[src/rtl/joker_cmd_engine_if.sv]
// EP2 OUT / EP1 IN buffer bus between the USB endpoint buffers and joker_cmd_engine.
// master = command engine side, slave = endpoint buffer side.
interface joker_cmd_engine_if;
  logic        buf_out_hasdata;
  logic [9:0]  buf_out_len;
  logic [7:0]  buf_out_q;
  logic [10:0] buf_out_addr;
  logic        buf_out_arm;
  logic        buf_out_arm_ack;
  logic        usb_in_ready;
  logic [10:0] usb_in_addr;
  logic [7:0]  usb_in_data;
  logic        usb_in_wren;
  logic [10:0] usb_in_commit_len;
  logic        usb_in_commit;
  logic        usb_in_commit_ack;

  // Handshakes: commit and arm are level requests held high until the peer's ack
  // shows a falling edge; wren writes one byte per cycle only while usb_in_ready=1.
  modport master (
    input  buf_out_hasdata, buf_out_len, buf_out_q, buf_out_arm_ack,
    input  usb_in_ready, usb_in_commit_ack,
    output buf_out_addr, buf_out_arm,
    output usb_in_addr, usb_in_data, usb_in_wren, usb_in_commit_len, usb_in_commit
  );
  modport slave (
    output buf_out_hasdata, buf_out_len, buf_out_q, buf_out_arm_ack,
    output usb_in_ready, usb_in_commit_ack,
    input  buf_out_addr, buf_out_arm,
    input  usb_in_addr, usb_in_data, usb_in_wren, usb_in_commit_len, usb_in_commit
  );
endinterface

[src/rtl/joker_cmd_engine.sv]
// Joker TV jcmd engine: fetches one EP2 OUT packet, runs it against a control register
// bank, replies through EP1 IN, re-arms EP2 OUT. Optional watchdog: JOKER_CMD_TIMEOUT_EN.
module joker_cmd_engine #(
  parameter int                    NUM_REGS    = 16,
  parameter int                    RD_LAT      = 3,
  parameter int                    MAX_RD      = 64,
  parameter logic [15:0]           FW_VERSION  = 16'h0200,
  parameter logic [NUM_REGS*8-1:0] REG_RST     = '0,
  parameter int                    TIMEOUT_CYC = 5000000
) (
  input  logic                    clk,
  input  logic                    reset_n,
  joker_cmd_engine_if.master      bus,
  output logic [NUM_REGS*8-1:0]   regs_out,
  output logic [NUM_REGS-1:0]     regs_wr_strobe,
  output logic                    err_timeout,
  output logic [3:0]              dbg_state
);
  localparam int          LW    = $clog2(RD_LAT + 1);
  localparam int          RIW   = (NUM_REGS > 1) ? $clog2(NUM_REGS) : 1;
  localparam logic [11:0] NREG  = 12'(NUM_REGS);
  localparam logic [10:0] MAXRD = 11'(MAX_RD);

  typedef enum logic [3:0] {
    S_IDLE, S_FETCH_OP, S_FETCH_IDX, S_DISPATCH, S_FETCH_CNT, S_WR_BYTE,
    S_WAIT_READY, S_EMIT, S_COMMIT, S_WAIT_CACK, S_ARM, S_WAIT_AACK
  } state_e;

  state_e        state_q, state_d;
  logic [10:0]   addr_q, addr_d;
  logic [LW-1:0] lat_q, lat_d;
  logic [9:0]    len_q, len_d;
  logic [7:0]    op_q, op_d, idx_q, idx_d, status_q, status_d;
  logic [10:0]   ptr_q, ptr_d, byte_cnt_q, byte_cnt_d, commit_len_q, commit_len_d;
  logic          commit_q, commit_d, arm_q, arm_d, cack_prev_q, aack_prev_q;
  logic [7:0]    regs_q [NUM_REGS];
  logic [7:0]    regs_d [NUM_REGS];
  logic [NUM_REGS-1:0] strobe_q, strobe_d;

  logic          lat_done, tmo_hit, wren;
  logic [10:0]   cnt_ext, rd_n;
  logic [11:0]   rd_end, widx, ridx;
  logic [7:0]    reply_byte;

  // A fetched byte is trusted only once RD_LAT full cycles have passed since addr_q moved.
  assign lat_done = (lat_q == LW'(RD_LAT));
  assign wren     = (state_q == S_EMIT);
  assign cnt_ext  = {3'b000, bus.buf_out_q};
  assign rd_n     = (cnt_ext > MAXRD) ? MAXRD : cnt_ext;
  assign rd_end   = {4'b0000, idx_q} + {1'b0, rd_n};
  assign widx     = {4'b0000, idx_q} + {1'b0, ptr_q} - 12'd2;
  assign ridx     = {4'b0000, idx_q} + {1'b0, byte_cnt_q} - 12'd2;

  always_comb begin
    state_d      = state_q;
    addr_d       = addr_q;
    lat_d        = lat_done ? lat_q : lat_q + 1'b1;
    len_d        = len_q;
    op_d         = op_q;
    idx_d        = idx_q;
    status_d     = status_q;
    ptr_d        = ptr_q;
    byte_cnt_d   = byte_cnt_q;
    commit_len_d = commit_len_q;
    commit_d     = commit_q;
    arm_d        = arm_q;
    regs_d       = regs_q;
    strobe_d     = '0;
    case (state_q)
      S_IDLE: if (bus.buf_out_hasdata) begin
        len_d   = bus.buf_out_len;
        addr_d  = 11'd0;
        lat_d   = '0;
        state_d = S_FETCH_OP;
      end
      S_FETCH_OP: if (lat_done) begin
        op_d    = bus.buf_out_q;
        addr_d  = 11'd1;
        lat_d   = '0;
        state_d = S_FETCH_IDX;
      end
      S_FETCH_IDX: if (lat_done) begin
        idx_d   = bus.buf_out_q;
        state_d = S_DISPATCH;
      end
      S_DISPATCH: begin
        ptr_d  = 11'd2;
        addr_d = 11'd2;
        lat_d  = '0;
        case (op_q)
          8'h00: begin commit_len_d = 11'd3; state_d = S_WAIT_READY; end
          8'h20: state_d = (len_q >= 10'd3) ? S_WR_BYTE : S_ARM;
          8'h21: begin
            if (len_q >= 10'd3) state_d = S_FETCH_CNT;
            else begin
              status_d     = 8'h04;
              commit_len_d = 11'd2;
              state_d      = S_WAIT_READY;
            end
          end
          default: begin commit_len_d = 11'd2; state_d = S_WAIT_READY; end
        endcase
      end
      S_FETCH_CNT: if (lat_done) begin
        status_d     = {6'd0, cnt_ext > MAXRD, (rd_n != 11'd0) && (rd_end > NREG)};
        commit_len_d = rd_n + 11'd2;
        state_d      = S_WAIT_READY;
      end
      S_WR_BYTE: begin
        if (ptr_q >= {1'b0, len_q}) state_d = S_ARM;
        else if (lat_done) begin
          // Bytes that land past the last register are consumed but discarded.
          if (widx < NREG) begin
            regs_d[widx[RIW-1:0]]   = bus.buf_out_q;
            strobe_d[widx[RIW-1:0]] = 1'b1;
          end
          ptr_d  = ptr_q + 11'd1;
          addr_d = ptr_q + 11'd1;
          lat_d  = '0;
        end
      end
      S_WAIT_READY: begin
        byte_cnt_d = 11'd0;
        if (bus.usb_in_ready) state_d = S_EMIT;
        else if (tmo_hit)     state_d = S_ARM;
      end
      S_EMIT: begin
        byte_cnt_d = byte_cnt_q + 11'd1;
        if (byte_cnt_q == commit_len_q - 11'd1) begin
          commit_d = 1'b1;
          state_d  = S_COMMIT;
        end
      end
      S_COMMIT: state_d = S_WAIT_CACK;
      S_WAIT_CACK: if ((cack_prev_q && !bus.usb_in_commit_ack) || tmo_hit) begin
        commit_d = 1'b0;
        state_d  = S_ARM;
      end
      S_ARM: begin
        arm_d   = 1'b1;
        state_d = S_WAIT_AACK;
      end
      S_WAIT_AACK: if ((aack_prev_q && !bus.buf_out_arm_ack) || tmo_hit) begin
        arm_d   = 1'b0;
        state_d = S_IDLE;
      end
      default: state_d = S_IDLE;
    endcase
  end

  always_comb begin
    reply_byte = 8'h00;
    case (op_q)
      8'h00: reply_byte = (byte_cnt_q == 11'd0) ? 8'h00 :
                          (byte_cnt_q == 11'd1) ? FW_VERSION[15:8] : FW_VERSION[7:0];
      8'h21: begin
        if (byte_cnt_q == 11'd0)      reply_byte = 8'h21;
        else if (byte_cnt_q == 11'd1) reply_byte = status_q;
        else if (ridx < NREG)         reply_byte = regs_q[ridx[RIW-1:0]];
      end
      default: reply_byte = (byte_cnt_q == 11'd0) ? 8'hFF : op_q;
    endcase
  end

  always_ff @(posedge clk or negedge reset_n) begin
    if (!reset_n) begin
      state_q      <= S_IDLE;
      addr_q       <= '0;
      lat_q        <= '0;
      len_q        <= '0;
      op_q         <= '0;
      idx_q        <= '0;
      status_q     <= '0;
      ptr_q        <= '0;
      byte_cnt_q   <= '0;
      commit_len_q <= '0;
      commit_q     <= 1'b0;
      arm_q        <= 1'b0;
      cack_prev_q  <= 1'b0;
      aack_prev_q  <= 1'b0;
      strobe_q     <= '0;
      for (int i = 0; i < NUM_REGS; i++) regs_q[i] <= REG_RST[8*i +: 8];
    end else begin
      state_q      <= state_d;
      addr_q       <= addr_d;
      lat_q        <= lat_d;
      len_q        <= len_d;
      op_q         <= op_d;
      idx_q        <= idx_d;
      status_q     <= status_d;
      ptr_q        <= ptr_d;
      byte_cnt_q   <= byte_cnt_d;
      commit_len_q <= commit_len_d;
      commit_q     <= commit_d;
      arm_q        <= arm_d;
      cack_prev_q  <= bus.usb_in_commit_ack;
      aack_prev_q  <= bus.buf_out_arm_ack;
      strobe_q     <= strobe_d;
      regs_q       <= regs_d;
    end
  end

`ifdef JOKER_CMD_TIMEOUT_EN
  localparam int TW = $clog2(TIMEOUT_CYC + 1);
  logic [TW-1:0] tmo_cnt_q, tmo_cnt_d;
  logic          err_q, in_wait;

  assign in_wait = (state_q == S_WAIT_READY) || (state_q == S_WAIT_CACK) || (state_q == S_WAIT_AACK);
  assign tmo_hit = in_wait && (tmo_cnt_q == TW'(TIMEOUT_CYC - 1));

  // Counter restarts on every state change so each wait gets its own budget.
  always_comb begin
    tmo_cnt_d = '0;
    if (in_wait && (state_d == state_q)) tmo_cnt_d = tmo_cnt_q + 1'b1;
  end

  always_ff @(posedge clk or negedge reset_n) begin
    if (!reset_n) begin
      tmo_cnt_q <= '0;
      err_q     <= 1'b0;
    end else begin
      tmo_cnt_q <= tmo_cnt_d;
      err_q     <= err_q | tmo_hit;
    end
  end
  assign err_timeout = err_q;
`else
  assign tmo_hit     = 1'b0;
  assign err_timeout = 1'b0;
`endif

  for (genvar g = 0; g < NUM_REGS; g++) begin : g_pack
    assign regs_out[8*g +: 8] = regs_q[g];
  end

  assign regs_wr_strobe        = strobe_q;
  assign dbg_state             = state_q;
  assign bus.buf_out_addr      = addr_q;
  assign bus.buf_out_arm       = arm_q;
  assign bus.usb_in_wren       = wren;
  assign bus.usb_in_addr       = wren ? byte_cnt_q : 11'd0;
  assign bus.usb_in_data       = wren ? reply_byte : 8'h00;
  assign bus.usb_in_commit_len = commit_len_q;
  assign bus.usb_in_commit     = commit_q;
endmodule

[src/flat_wrapper.sv]
// flat-port wrapper written by rule: the top's interface ports become plain ports
module joker_cmd_engine_flat 
#(
  parameter int                    NUM_REGS    = 16,
  parameter int                    RD_LAT      = 3,
  parameter int                    MAX_RD      = 64,
  parameter logic [15:0]           FW_VERSION  = 16'h0200,
  parameter logic [NUM_REGS*8-1:0] REG_RST     = '0,
  parameter int                    TIMEOUT_CYC = 5000000
)
  (clk, reset_n, regs_out, regs_wr_strobe, err_timeout, dbg_state, bus_buf_out_hasdata, bus_buf_out_len, bus_buf_out_q, bus_buf_out_arm_ack, bus_usb_in_ready, bus_usb_in_commit_ack, bus_buf_out_addr, bus_buf_out_arm, bus_usb_in_addr, bus_usb_in_data, bus_usb_in_wren, bus_usb_in_commit_len, bus_usb_in_commit);
  joker_cmd_engine_if bus_i ();
  input  logic clk;
  input  logic reset_n;
  output logic [NUM_REGS*8-1:0] regs_out;
  output logic [NUM_REGS-1:0] regs_wr_strobe;
  output logic err_timeout;
  output logic [3:0] dbg_state;
  input wire logic [$bits(bus_i.buf_out_hasdata)-1:0] bus_buf_out_hasdata;
  input wire logic [$bits(bus_i.buf_out_len)-1:0] bus_buf_out_len;
  input wire logic [$bits(bus_i.buf_out_q)-1:0] bus_buf_out_q;
  input wire logic [$bits(bus_i.buf_out_arm_ack)-1:0] bus_buf_out_arm_ack;
  input wire logic [$bits(bus_i.usb_in_ready)-1:0] bus_usb_in_ready;
  input wire logic [$bits(bus_i.usb_in_commit_ack)-1:0] bus_usb_in_commit_ack;
  output wire logic [$bits(bus_i.buf_out_addr)-1:0] bus_buf_out_addr;
  output wire logic [$bits(bus_i.buf_out_arm)-1:0] bus_buf_out_arm;
  output wire logic [$bits(bus_i.usb_in_addr)-1:0] bus_usb_in_addr;
  output wire logic [$bits(bus_i.usb_in_data)-1:0] bus_usb_in_data;
  output wire logic [$bits(bus_i.usb_in_wren)-1:0] bus_usb_in_wren;
  output wire logic [$bits(bus_i.usb_in_commit_len)-1:0] bus_usb_in_commit_len;
  output wire logic [$bits(bus_i.usb_in_commit)-1:0] bus_usb_in_commit;
  assign bus_i.buf_out_hasdata = bus_buf_out_hasdata;
  assign bus_i.buf_out_len = bus_buf_out_len;
  assign bus_i.buf_out_q = bus_buf_out_q;
  assign bus_i.buf_out_arm_ack = bus_buf_out_arm_ack;
  assign bus_i.usb_in_ready = bus_usb_in_ready;
  assign bus_i.usb_in_commit_ack = bus_usb_in_commit_ack;
  assign bus_buf_out_addr = bus_i.buf_out_addr;
  assign bus_buf_out_arm = bus_i.buf_out_arm;
  assign bus_usb_in_addr = bus_i.usb_in_addr;
  assign bus_usb_in_data = bus_i.usb_in_data;
  assign bus_usb_in_wren = bus_i.usb_in_wren;
  assign bus_usb_in_commit_len = bus_i.usb_in_commit_len;
  assign bus_usb_in_commit = bus_i.usb_in_commit;
  joker_cmd_engine #(.NUM_REGS(NUM_REGS), .RD_LAT(RD_LAT), .MAX_RD(MAX_RD), .FW_VERSION(FW_VERSION), .REG_RST(REG_RST), .TIMEOUT_CYC(TIMEOUT_CYC)) u_core (.clk(clk), .reset_n(reset_n), .bus(bus_i), .regs_out(regs_out), .regs_wr_strobe(regs_wr_strobe), .err_timeout(err_timeout), .dbg_state(dbg_state));
endmodule
[config.mk]
export PLATFORM = sky130hd
export DESIGN_NAME = joker_cmd_engine_flat
export DESIGN_NICKNAME = d
export VERILOG_FILES = /design/src/rtl/joker_cmd_engine_if.sv /design/src/rtl/joker_cmd_engine.sv /design/src/flat_wrapper.sv
export SDC_FILE = /design/constraint.sdc
export NUM_CORES = 1
export LEC_CHECK = 0
export BUFFER_PORTS_ARGS = -buffer_cell sky130_fd_sc_hd__buf_4
export CAP_MARGIN = 20
export CORE_ASPECT_RATIO = 0.75
export CORE_MARGIN = 5
export CORE_UTILIZATION = 62
export CTS_CLUSTER_DIAMETER = 200
export DETAILED_ROUTE_END_ITERATION = 10
export PLACE_DENSITY = 0.87
export SLEW_MARGIN = 20
export SYNTH_ARGS = -nofsm -noshare
export SYNTH_HDL_FRONTEND = slang
export SYNTH_SLANG_ARGS = --single-unit
[constraint.sdc]
create_clock -name clk -period 13 [get_ports clk]
set_input_delay 2.6 -clock clk [delete_from_list [all_inputs] [get_ports clk]]
set_output_delay 2.6 -clock clk [all_outputs]
set_load 0.03 [all_outputs]
==> summary.txt, run 1 <==
Run status
  • Outcome: completed

Place
  • DP Area: about 0.015 mm²
  • IO Port Bufs: 213
  • Gp weighted congestion: between 0.9 and 1
  • Final HPWL DP: 27600 µm

Logic synthesis
  • Netlist cell types: 73
  • Count of state elements after synthesis: 225
  • Yosys warnings: 0
  • Post-synth EDFFs: 0
  • Top_reg_cell synth: dfrtp_1
  • Sequential area share after synthesis: between 40% and 50%
  • Syn_area_per_cell: between 10 and 15 µm²
  • Async set-reset flop share out of synthesis: 100%
  • Mapped Cells: about 1.2k
  • Mapped Area: ~0.013 mm²

Worst setup path
  • Setup crit start: u_core.byte_cnt_q[1]$_DFFE_PN0P_
  • Crit path capture type: output pin
  • Crit-path cells: inv_1 -> ha_1 -> inv_1 -> ha_1 -> inv_1 -> fa_1 -> nor2b_1 -> o31a_1 -> o311ai_0 -> o2111ai_1 -> or4_1 -> nand2b_1 -> o211ai_1 -> buf_4
  • Arr. time, crit path: between 4 and 5 ns
  • Max Fanout on Critical Path: 6
  • Crit path required time: between 10 and 15 ns
  • Top cell by count, worst path: inv_1
  • Worst reg2reg startpoint: u_core.ptr_q[1]$_DFFE_PN0P_
  • Critical Path Max Stage Delay: 0.55 ns
  • Reg2reg path depth: 14
  • Crit Path Class: register to output pin
  • Startpoint types: register
  • R2R Path End: u_core.regs_out[13]$_DFFE_PN0P_
  • R2R setup slack: 8.04 ns
  • Slowest-stage cell, CP: or4_1

STA
  • Clk_skew: approximately 0.023 ns
  • RSZ-0062 raised after global routing: false
  • Setup-failing EPs final: 0
  • Fin crit period: around 7.0 ns
  • Worst Tran Pin Value: approximately 0.83 ns
  • Max-slew violations: 0
  • Final hold vios: 0
  • Tcrit/Tclk final: a little over half
  • Fmax: approximately 140 MHz
  • TNS Setup: 0 ns
  • Slew HR: between 40% and 50%
  • WHS: a little under 0.5 ns

Floorplan
  • Site Rows: 46
  • Die Wd: 178 µm
  • Initial core utilization: ~63%
  • Die H: between 100 and 150 µm
  • I/O pin cnt: between 200 and 250
  • Die area: ~0.024 mm²
  • CORE AREA: 0.0210 mm²

Detailed routing
  • Vias: 10.8k
  • Routed len/inst: roughly 23 µm
  • Post-DRT Antenna Nets: 0
  • DRT iter0 DRCs: between 1k and 1.5k
  • Drt pass-1 iters: 6
  • DRT Wirelength: around 39000 µm
  • DRC: 0
  • Vias per cell: approximately 6.4

Layout
  • Layout cells sized above 1: ~34%
  • Area grow syn2layout: 20.0%
  • Diode count: 0
  • Most common cell after layout, fill and taps aside: dfrtp_1
  • Final #Nets: between 1k and 1.5k
  • Fin area: 0.0158 mm²
  • Commonest cells after routing, fill and taps aside: dfrtp_1, buf_4, mux2_2

Worst hold path
  • Min-Delay Path Class: register to register
  • Hold endpoint: u_core.bus.buf_out_addr[4]$_DFFE_PN0P_
  • Hold path startpoint: u_core.bus.buf_out_addr[4]$_DFFE_PN0P_
  • Hold Crit Depth: 2

Power
  • Flop pwr share: a little over a quarter
  • Tot Pwr: around 0.0032 W
  • PD cells: between 200 and 250 mW/mm²
  • Clk pwr share: 21.9%
  • Switching Share: around 44%
  • Pleak: a little under 8 nW
  • Sw power: approximately 0.0014 W
  • Internal power: 0.00180 W
  • Combinational share of power: approximately half
  • Worst vdd ir: between 150 and 200 µV

Global route
  • GRT overflow: 0
  • GRT busiest layer: met1
  • Met3 usage: about 7.5%
  • Initial antenna violation count: 1
  • M2 GR Usage: roughly 45%
  • Vias in the first global route: 10.4k
  • Largest net degree at the start of global routing: between 90 and 100
  • All-Layer GR Usage: between 30 and 40%
  • First-pass GRT wire length: a little under 60000 µm
  • Met1 Use GR: 45.8%

CTS
  • Cts hold-fix bufs: 0
  • Worst-Skew Late Latency: 0.52 ns
  • Clk sinks: between 200 and 250
  • H-tree depth: 1
  • Post-CTS Setup Bufs: 0
  • CTS tree: done
  • TritonCTS Buffers: 24
  • CTS Buffer Depth: 3
  • Clock root cell: clkbuf_16
  • Worst-path clk slew: around 0.060 ns
  • Post_cts resized: 0

Flow run
  • MaxCap Viol Count: 0
critical path: cells and delay by family (launching register included):
family / cells / cell delay [ns]
buf+inv: 4 / 0.48
compound gates: 4 / 1.37
simple gates: 3 / 0.93
fa+ha+maj: 3 / 0.70
flops: 1 / 0.45
metrics by stage:
step                setup WS, ns  instances  util (%)
global placement            6.79       1635      71.4
finish                      5.96       1679      75.3
CTS                         6.15       1679      75.3
floorplan                   6.79       1186         -
detailed placement          6.70       1635      71.4
global route                5.97       1679      75.3
cell usage after synthesis, types with 4 or more instances:
cell type  instances  area, µm²
dfrtp_1          225       5630
mux2_2           147       1660
inv_1            101        379
nand2_1           72        270
ha_1              66        826
o21ai_0           49        245
clkbuf_1          47        176
nor2_1            47        176
mux4_2            40        901
nand3_1           32        160
nor4_1            32        200
a21oi_1           30        150
xnor2_1           21        184
nand2b_1          16        100
nor3_4            16        260
nor3_1            15       75.1
o31ai_1           15        113
and3_1            12       75.1
nor2b_1           12       75.1
a21o_1            11       82.6
and2_1            11       68.8
o211ai_1          10       75.1
buf_1              9       33.8
mux2_1             8       90.1
nand4_1            8       50.1
xor2_1             8       70.1
a211o_1            7       61.3
o22ai_1            7       43.8
or4_1              7       52.6
a211oi_1           5       37.5
o21a_1             5       37.5
a22o_1             4       35.0
a31oi_1            4       25.0
buf_4              4       30.0
nand4b_1           4       35.0
nor3b_1            4       30.0
o21bai_1           4       30.0
o32ai_1            4       35.0
or2_2              4       25.0
or3_1              4       25.0
kinds of logic (layout without fill, tap and decap cells):
group / count (synthesis) / after routing / share of synthesized area, %
fa+ha+maj: 69 / 69 / 6.72
buf+inv: 163 / 368 / 4.82
simple gates: 309 / 309 / 13.6
mux: 198 / 198 / 20.3
other cells: 1 / 4 / 0.0285
compound gates: 188 / 188 / 9.63
flops: 225 / 225 / 42.7
xor+xnor: 30 / 30 / 2.10
layer usage:
metal | vias to the layer above | share of wire (%)
met4 | 0 | 4.1
li1 | 4691 | -
met5 | - | 0
met1 | 5347 | 41
met2 | 644 | 44
met3 | 120 | 11
state kept, by name, summed over array words and instances (netlist names), 2 cells and up:
register and count:
u_core.regs_out 128, u_core.op_q 8, u_core.status_q 3, u_core.idx_q 8
u_core.len_q 10, u_core.bus.usb_in_commit_len 9, u_core.lat_q 2, u_core.regs_wr_strobe 16
u_core.dbg_state 4, u_core.byte_cnt_q 11, u_core.bus.buf_out_addr 11, u_core.ptr_q 11
power groups by stage:
| stage | sequential (W) | clock, W | combinational [W] |
|---|---|---|---|
| 3_5_place_dp | 0.000886 | 0 | 0.00160 |
| 4_1_cts | 0.000874 | 0.000711 | 0.00162 |
| 5_1_grt | 0.000887 | 0.000743 | 0.00177 |
| 2_1_floorplan | 0.000871 | 0 | 0.00119 |
| 6_report | 0.000877 | 0.000707 | 0.00164 |
| 3_3_place_gp | 0.000879 | 0 | 0.00156 |
worst max-delay path by stage:
| stage | depth (start not counted) | slack, ns | endpoint |
|---|---|---|---|
| 3_5_place_dp | 12 | 6.70 | bus_usb_in_data[2] |
| 4_1_cts | 14 | 6.15 | bus_usb_in_data[2] |
| 6_report | 14 | 5.96 | bus_usb_in_data[2] |
| 3_3_place_gp | 12 | 6.79 | bus_usb_in_data[2] |
| 5_1_grt | 12 | 5.97 | bus_usb_in_data[2] |
| 2_1_floorplan | 12 | 6.79 | bus_usb_in_data[3] |
area by class of cell:
| type | instances | area [µm²] |
|---|---|---|
| fillers | 1385 | 5190 |
| inverters | 101 | 379 |
| repair buffers | 223 | 1680 |
| clock buffers | 36 | 717 |
| clock inverters | 8 | 97.6 |
| flip-flops and latches | 225 | 5630 |
| well taps | 288 | 360 |
| multi-input cells | 798 | 6950 |
Power figures use the tool's default switching activity.
==> run 2, diff against run 1 <==
--- a/config.mk
+++ b/config.mk
@@ -9,10 +9,10 @@
 export CAP_MARGIN = 20
 export CORE_ASPECT_RATIO = 0.75
 export CORE_MARGIN = 5
-export CORE_UTILIZATION = 62
+export CORE_UTILIZATION = 52
 export CTS_CLUSTER_DIAMETER = 200
 export DETAILED_ROUTE_END_ITERATION = 10
-export PLACE_DENSITY = 0.87
+export PLACE_DENSITY = 0.77
 export SLEW_MARGIN = 20
 export SYNTH_ARGS = -nofsm -noshare
 export SYNTH_HDL_FRONTEND = slang
==> constraint.sdc (replaced) <==
create_clock -name clk -period 6 [get_ports clk]
set_input_delay 1.2 -clock clk [delete_from_list [all_inputs] [get_ports clk]]
set_output_delay 1.2 -clock clk [all_outputs]
set_load 0.03 [all_outputs]
==> summary.txt, run 2 (same netlist as run 1, synthesis figures left out) <==
Detailed routing
  • Post-DRT Antenna Nets: 0
  • Vias per cell: slightly above 6
  • Routed len/inst: between 20 and 25 µm
  • Vias: 10.5k
  • DRT iter0 DRCs: 870
  • DRC: 0
  • DRT Wirelength: a little under 40000 µm
  • Drt pass-1 iters: 5

Worst setup path
  • Reg2reg path depth: 14
  • Crit path to: bus_usb_in_data[4]
  • R2R Path End: u_core.regs_out[38]$_DFFE_PN0P_
  • R2R setup slack: 1.19 ns
  • Setup crit start: u_core.byte_cnt_q[7]$_DFFE_PN0P_
  • Crit path capture type: output pin
  • Arr. time, crit path: 4.34 ns
  • Startpoint types: register
  • Crit path required time: ~4.8 ns
  • Crit Path Class: register to output pin
  • Worst reg2reg startpoint: u_core.ptr_q[1]$_DFFE_PN0P_
  • Max Fanout on Critical Path: 10

STA
  • Tcrit/Tclk final: between 90% and 100%
  • Slew HR: between 40% and 50%
  • Clk_skew: roughly 0.016 ns
  • Setup-failing EPs final: 0
  • Worst Tran Pin Value: 0.850 ns
  • Fmax: 180 MHz
  • TNS Setup: 0 ns
  • Fin crit period: around 5.5 ns
  • RSZ-0062 raised after global routing: false
  • Max-slew violations: 0
  • Final hold vios: 0

Layout
  • Area grow syn2layout: 21.2%
  • Diode count: 0
  • Fin area: approximately 0.016 mm²
  • Commonest cells after routing, fill and taps aside: dfrtp_1, buf_4, mux2_2
  • Max reg flops: about 130
  • Layout cells sized above 1: between 30% and 40%
  • Final #Nets: 1470
  • Most common cell after layout, fill and taps aside: dfrtp_1

Worst hold path
  • Min-Delay Path Class: register to register

Power
  • Combinational share of power: 50.4%
  • Clk pwr share: between 20% and 30%
  • PD cells: roughly 440 mW/mm²
  • Worst vdd ir: 281 µV
  • Flop pwr share: between 20% and 30%
  • Pleak: 7.82 nW
  • Sw power: 0.00305 W
  • Internal power: around 0.004 W
  • Switching Share: a little over two fifths

Place
  • Gp weighted congestion: just under 0.9
  • IO Port Bufs: 213
  • Final HPWL DP: between 20000 and 30000 µm
  • DP Area: ~0.015 mm²

Floorplan
  • Die Wd: ~190 µm
  • CORE AREA: between 0.02 and 0.025 mm²
  • Site Rows: 50
  • Die area: about 0.029 mm²
  • I/O pin cnt: around 220
  • Initial core utilization: between 50% and 60%
  • Die H: roughly 150 µm

CTS
  • TritonCTS Buffers: 24
  • Worst-Skew Late Latency: around 0.53 ns
  • H-tree depth: 1
  • Clock root cell: clkbuf_16
  • Post_cts resized: 0
  • Post-CTS Setup Bufs: 0
  • Clk sinks: 225
  • CTS Buffer Depth: 3
  • Worst-path clk slew: approximately 0.07 ns
  • CTS tree: done
  • Cts hold-fix bufs: 0

Global route
  • Largest net degree at the start of global routing: about 130
  • First-pass GRT wire length: ~60000 µm
  • Initial antenna violation count: 0
  • Vias in the first global route: 10.3k
  • GRT overflow: 0
  • All-Layer GR Usage: a little over a quarter

Run status
  • Outcome: completed

Flow run
  • MaxCap Viol Count: 0
run 2: how the worst min path moves through the flow:
| stage | start | to | slack, ns | depth (start not counted) |
|---|---|---|---|---|
| after floorplan | u_core.status_q[2]$_DFFE_PN0P_ | u_core.status_q[2]$_DFFE_PN0P_ | 0.46 | 1 |
| after global placement | u_core.bus.buf_out_addr[0]$_DFFE_PN0P_ | u_core.bus.buf_out_addr[0]$_DFFE_PN0P_ | 0.47 | 1 |
| after detailed placement | u_core.bus.buf_out_addr[5]$_DFFE_PN0P_ | u_core.bus.buf_out_addr[5]$_DFFE_PN0P_ | 0.47 | 2 |
| after CTS | u_core.bus.buf_out_addr[10]$_DFFE_PN0P_ | u_core.bus.buf_out_addr[10]$_DFFE_PN0P_ | 0.49 | 2 |
| after global routing | u_core.bus.buf_out_addr[0]$_DFFE_PN0P_ | u_core.bus.buf_out_addr[0]$_DFFE_PN0P_ | 0.51 | 1 |
| final | u_core.bus.buf_out_addr[8]$_DFFE_PN0P_ | u_core.bus.buf_out_addr[8]$_DFFE_PN0P_ | 0.48 | 2 |
run 2: worst max-delay path, stage by stage (launching register included):
cell	delay, ns
dfrtp_1	0.50
inv_1	0.11
ha_1	0.29
inv_1	0.04
ha_1	0.38
nand2b_1	0.14
a21oi_1	0.07
a211o_1	0.28
or4_1	0.46
or4_1	0.62
nand2b_1	0.28
o21ai_0	0.40
buf_4	0.24
run 2: layer usage:
layer	global-route usage [%]	share of wire [%]	vias up
li1	-	-	4707
met3	6.40	9.2	54
met4	5.27	2.2	0
met1	38.9	44	5280
met5	0	0	-
met2	40.0	44	457
run 2: through the flow:
stage	hold WS (ns)	util, %	cells	worst slack, ns	total power, W
2_1_floorplan	0.464	-	1186	1.19	0.00447
3_3_place_gp	0.466	60.4	1687	1.20	0.00530
3_5_place_dp	0.472	60.5	1688	1.09	0.00541
4_1_cts	0.487	63.8	1731	0.517	0.00702
5_1_grt	0.508	63.9	1732	0.235	0.00750
6_report	0.483	63.9	1732	0.460	0.00704
run 2: cell type report:
class | instances | area, µm²
Clock inverter | 12 | 183
Fill cell | 1904 | 9000
Inverter | 101 | 379
Timing Repair Buffer | 227 | 1750
Clock buffer | 31 | 657
Tap cell | 338 | 423
Multi-Input combinational cell | 798 | 6940
Sequential cell | 225 | 5630
run 2: power by group through the flow:
stage	logic (W)	clock network, W	registers (W)
3_3_place_gp	0.00340	0	0.00191
2_1_floorplan	0.00258	0	0.00189
3_5_place_dp	0.00349	0	0.00192
5_1_grt	0.00389	0.00168	0.00192
4_1_cts	0.00352	0.00161	0.00189
6_report	0.00355	0.00160	0.00189
